### src/rtl/dilate.sv
`default_nettype none
// ============================================================================
//  Module      : dilate
//  Description : Binary morphological dilation of a Width x Height bit-image
//                with a programmable 3x3 structuring mask. The whole frame is
//                computed in one combinational stage and registered together
//                with a valid flag.
//  Revision    : 1.0 - initial release
// ============================================================================
module dilate #(
    parameter int Width  = 8,
    parameter int Height = 4
) (
    input  logic                      clk,
    input  logic                      rst,
    input  logic                      in_valid,
    input  logic [Width*Height-1:0]   imageIn,
    input  logic [8:0]                mask,
    output logic [Width*Height-1:0]   imageOut,
    output logic                      out_valid
);

    localparam int c_PIXELS = Width * Height;

    logic [c_PIXELS-1:0] w_dilated;
    logic [c_PIXELS-1:0] image_d;
    logic [c_PIXELS-1:0] image_q;
    logic                valid_d;
    logic                valid_q;

    // Row r sits at bits (Height-r)*Width-1 downward, column 0 is the row MSB.
    // Each output pixel ORs the nine mask-gated neighbours; neighbours that
    // fall outside the frame are tied to zero so nothing wraps across edges.
    for (genvar r = 0; r < Height; r++) begin : g_row
        for (genvar c = 0; c < Width; c++) begin : g_col
            logic [8:0] w_terms;
            for (genvar i = 0; i < 3; i++) begin : g_mi
                for (genvar j = 0; j < 3; j++) begin : g_mj
                    if ((r + i - 1 >= 0) && (r + i - 1 < Height) &&
                        (c + j - 1 >= 0) && (c + j - 1 < Width)) begin : g_in
                        assign w_terms[8-3*i-j] = mask[8-3*i-j] &
                            imageIn[(Height-(r+i-1))*Width-1-(c+j-1)];
                    end else begin : g_out
                        assign w_terms[8-3*i-j] = 1'b0;
                    end
                end
            end
            assign w_dilated[(Height-r)*Width-1-c] = |w_terms;
        end
    end

    // Load a new result on valid frames; otherwise hold the image and drop valid.
    always_comb begin
        image_d = image_q;
        valid_d = in_valid;
        if (in_valid) begin
            image_d = w_dilated;
        end
    end

    // Output registers, cleared asynchronously so an in-flight frame is dropped.
    always_ff @(posedge clk or posedge rst) begin
        if (rst) begin
            image_q <= '0;
            valid_q <= 1'b0;
        end else begin
            image_q <= image_d;
            valid_q <= valid_d;
        end
    end

    assign imageOut  = image_q;
    assign out_valid = valid_q;

endmodule
`default_nettype wire

### config.mk
export PLATFORM = sky130hd
export DESIGN_NAME = dilate
export DESIGN_NICKNAME = d
export VERILOG_FILES = /design/src/rtl/dilate.sv
export SDC_FILE = /design/constraint.sdc
export NUM_CORES = 1
export LEC_CHECK = 0
export ABC_AREA = 0
export BUFFER_PORTS_ARGS = -buffer_cell sky130_fd_sc_hd__buf_2
export CAP_MARGIN = 10
export CELL_PAD_IN_SITES_DETAIL_PLACEMENT = 0
export CELL_PAD_IN_SITES_GLOBAL_PLACEMENT = 2
export CORE_UTILIZATION = 31
export CTS_CLUSTER_DIAMETER = 60
export DETAILED_ROUTE_END_ITERATION = 10
export MAX_ROUTING_LAYER = met4
export PLACE_DENSITY_LB_ADDON = 0.12
export SYNTH_ARGS = -nofsm -noshare
export SYNTH_HDL_FRONTEND = slang
export SYNTH_SLANG_ARGS = --single-unit
### constraint.sdc
create_clock -name clk -period 1.1 [get_ports clk]
set_clock_uncertainty 0.05 [all_clocks]
set_input_delay 0.11 -clock clk [delete_from_list [all_inputs] [get_ports clk]]
set_output_delay 0.11 -clock clk [all_outputs]
set_load 0.05 [all_outputs]
## After elaboration in Yosys (flattened, before gate mapping)

Cells that the tools add are included.

- Register bits after elaboration: 33
- Input port bits: 44
- Output and inout port bits: 33

- Bitwise gates (word level): 220
- Reduce and logical (&&, ||, !) cells: 32

Operator list:

| cell | count |
|---|---|
| AND 1 bit | 220 |
| OR reduction 9 bit | 12 |
| OR reduction 6 bit | 16 |
| OR reduction 4 bit | 4 |

## Longest topological paths before layout

- Depth in word-level cells: 2
- Depth in mapped cells: 4
- Mapped depth without buffers: 3

## Least setup slack after synthesis

Ideal clock, no wire load.

- Kind: reg2reg
- Start: register, netlist name imageOut[10]
- End: register image_q[10], in the netlist imageOut[10]
- Arrival time: 860 ps
- Path slack: 106 ps
- Cell stages (with the launch flop): 3
- Buffers on the path: 0
- Period minus slack after synthesis: 994 ps
- Cell sequence: dfrtp_1 nor2_1 a41oi_2

RTL lines:

| item | RTL line | RTL |
|---|---|---|
| end signal, assigned | 67 | `image_q <= image_d;` |
| end, declared | 27 | `logic [c_PIXELS-1:0] image_q;` |

## Worst setup path after layout

- Start: register image_q[20], in the netlist imageOut[20]
- End: output port imageOut[20]

RTL lines:

| item | RTL line | RTL |
|---|---|---|
| end, declared | 19 | `output logic [Width*Height-1:0] imageOut,` |

No word-level cell between the ends.

==> reports/qor.yml <==
htreeDepth: 2
num_rows: 32
place_congestion: 0.901
drtIter0Drc: 245
track_usage: 0.235
vdd_drop_max_v: 0.000531
maxSlewViolCount: 0
status: "finished clean"
leakagePower_uw: 0.00141
slowest_delay_ns: 0.42
grt_max_degree: 45
met2_usage: 0.318
nets: 404
grt-ovfl-total: 0
fp.dieW_um: 92.1
crit_chain: "buf_4"
worstHoldPathType: "input port to flop"
synth_area_um2: 2520
start_util: 0.323
synth_cells: 254
viasPerCell: 6.00
dp_hpwl_mm: 6.86
syn_to_final_growth_pct: 35.6
drcViolationCount: 0
reg2reg_slack_ns: 0.35
path_class: "flop to output pin"
cp.arrival_ns: 0.91
crit_family: "flip-flops"
fin_ws_ns: 0.0325
hold_viol: 0
first_global_vias: 2651
routed_wl_mm: 9.33
ys_seq_elements: 33
cts.sinks: 33
die_h_um: 92.1
synth_seq_area_share: 0.328
min-delay-start: "imageIn[7]"
io_buffers: 76
layout-drive-gt1-share: 0.452
cts_tree: "done"
synth.distinct_cells: 18
clk_latency_ns: 0.29
whs_endpoint: "imageOut[14]"
fin_cells: 463
grt_util_met1: 0.362
ant_nets: 0
p_sw_frac: 0.378
crit_path_top_delay_cell: "dfrtp_1"
syn-num-nets: 298
cap_violations: 0
postCtsSetupBuffers: 0
cp-end-kind: "output pin"
fillers: 792
ios: 77
first_pass_iters: 5
routed-via-count: 2778
slew_headroom: 0.768
wl_per_cell_um: 20.1
coreArea_um2: 7810
dp_cells: 454
worst-slew-pin-transition_ns: 0.348
fmax_mhz: 937
finalSetupViolations: 0
period_needed_ns: 1.07
seqPwrFrac: 0.349
crit_required_ns: 0.94
p_per_area_nw_per_um2: 1140
clk_pin_slew_ns: 0.08
p_int_uw: 2430
cts_root_buf: "clkbuf_8"
yosysWarnings: 0
crit_buf_inv: 1
dieArea_um2: 8490
busiest_layer: "met1"
r2r_cells: 2
numCtsBuffers: 5
antenna-diode-count: 0
cp-start-kind: "flop"
holdPathStages: 3
clockBufferDepth: 2
combPwrFrac: 0.385
post-route-period-util: 0.970
grtUsageMet3: 0.0315
p_switching_uw: 1480
postSynthAreaPerCell_um2: 9.92
r2r_end: "imageOut[26]"
grt_pass1_wl_mm: 15.1
post-place-ws_ns: -0.102
antenna_found_initial: 0
p_clk_frac: 0.266
rsz0062_at_grt: "no"
rr_startpoint: "imageOut[26]"
crit_path_max_fanout: 2
per-layer routing:
metal / wire length [um] / share of wire
met2: 4090 / 0.44
met5: 0 / 0
met3: 600 / 0.064
met4: 63 / 0.0068
met1: 4580 / 0.49
sequential cells by signal, indices dropped and copies added, names as in the netlist:
register and cells:
out_valid 1, imageOut 32
worst max path at each step:
stage / from / slack, ns / endpoint / cells past startpoint
5_1_grt: imageOut[30] / 0.002 / imageOut[30] / 1
4_1_cts: imageOut[14] / 0.007 / imageOut[14] / 1
3_5_place_dp: mask[4] / -0.10 / imageOut[19] / 4
6_report: imageOut[20] / 0.03 / imageOut[20] / 1
2_1_floorplan: imageOut[10] / 0.11 / imageOut[10] / 2
3_3_place_gp: mask[4] / -0.12 / imageOut[19] / 4
area by class of cell:
| type | count | area (um^2) | share of cell area |
|---|---|---|---|
| clock buffers | 7 | 96.3 | 0.0282 |
| clock inverters | 1 | 5.00 | 0.00147 |
| inverters | 1 | 3.75 | 0.00110 |
| multi-input cells | 180 | 1390 | 0.407 |
| flip-flops and latches | 33 | 826 | 0.242 |
| repair buffers | 139 | 966 | 0.283 |
| well taps | 102 | 128 | 0.0374 |
through the flow:
step	hold slack (ns)	power (uW)	cell area, um^2	util	setup TNS [ns]
6_report	0.110	3910	3410	0.437	0
5_1_grt	0.121	4120	3410	0.437	0
4_1_cts	0.109	3930	3380	0.433	0
3_5_place_dp	0.122	2860	3270	0.419	-0.771
3_3_place_gp	0.121	2870	3270	0.419	-0.762
2_1_floorplan	0.0914	2340	2520	-	0
power groups by stage:
stage	registers (uW)	clock network (uW)	logic, uW
after global placement	1380	0	1490
after global routing	1370	1150	1600
after floorplan	1730	0	607
after detailed placement	1390	0	1480
after CTS	1360	1080	1490
final	1360	1040	1500
cells by family (layout without fill, tap and decap cells):
| group | after synthesis | count (layout) | share of synthesized area |
|---|---|---|---|
| buffers and inverters | 41 | 148 | 0.120 |
| AND/OR/NAND/NOR | 44 | 44 | 0.0656 |
| AO/OA/AOI/OAI | 136 | 136 | 0.486 |
| flip-flops | 33 | 33 | 0.328 |
placed cells by master (no fill, tap or decap):
master,instances
a221oi_1,17
a221oi_2,7
a22o_1,24
a22oi_1,54
a22oi_2,2
a31oi_1,4
a41oi_1,20
a41oi_2,8
buf_12,6
buf_2,62
buf_4,58
clkbuf_4,12
clkbuf_8,7
clkinv_2,1
dfrtp_1,33
dlygate4sd3_1,1
inv_1,1
nand2_1,12
nor2_1,32
what timing repair did:
| action | 4_1_cts | 5_1_grt |
|---|---|---|
| gates resized for setup | 2 | 12 |
| hold endpoints to repair | 33 | 0 |
| setup endpoints to repair | 2 | 12 |
| hold buffers | 1 | 0 |
Yosys cell counts:
master | instances | area, um^2
buf_4 | 6 | 45.0
a221oi_2 | 7 | 105
a41oi_1 | 20 | 175
nor2_1 | 32 | 120
clkbuf_2 | 3 | 15.0
buf_2 | 14 | 70.1
a22o_1 | 24 | 210
a221oi_1 | 17 | 149
a41oi_2 | 8 | 130
a22oi_2 | 2 | 25.0
buf_1 | 2 | 7.51
inv_1 | 1 | 3.75
clkbuf_1 | 1 | 3.75
nand2_1 | 12 | 45.0
buf_6 | 14 | 158
dfrtp_1 | 33 | 826
a31oi_1 | 4 | 25.0
a22oi_1 | 54 | 405
worst reg2reg max path, delay by kind of cell, from the launching register on:
| kind | cells | cell delay [ns] |
|---|---|---|
| DFF | 1 | 0.36 |
| and+or+nand+nor | 1 | 0.05 |
| AOI/OAI and AO/OA | 1 | 0.20 |
(Power assumes the default switching activity.)
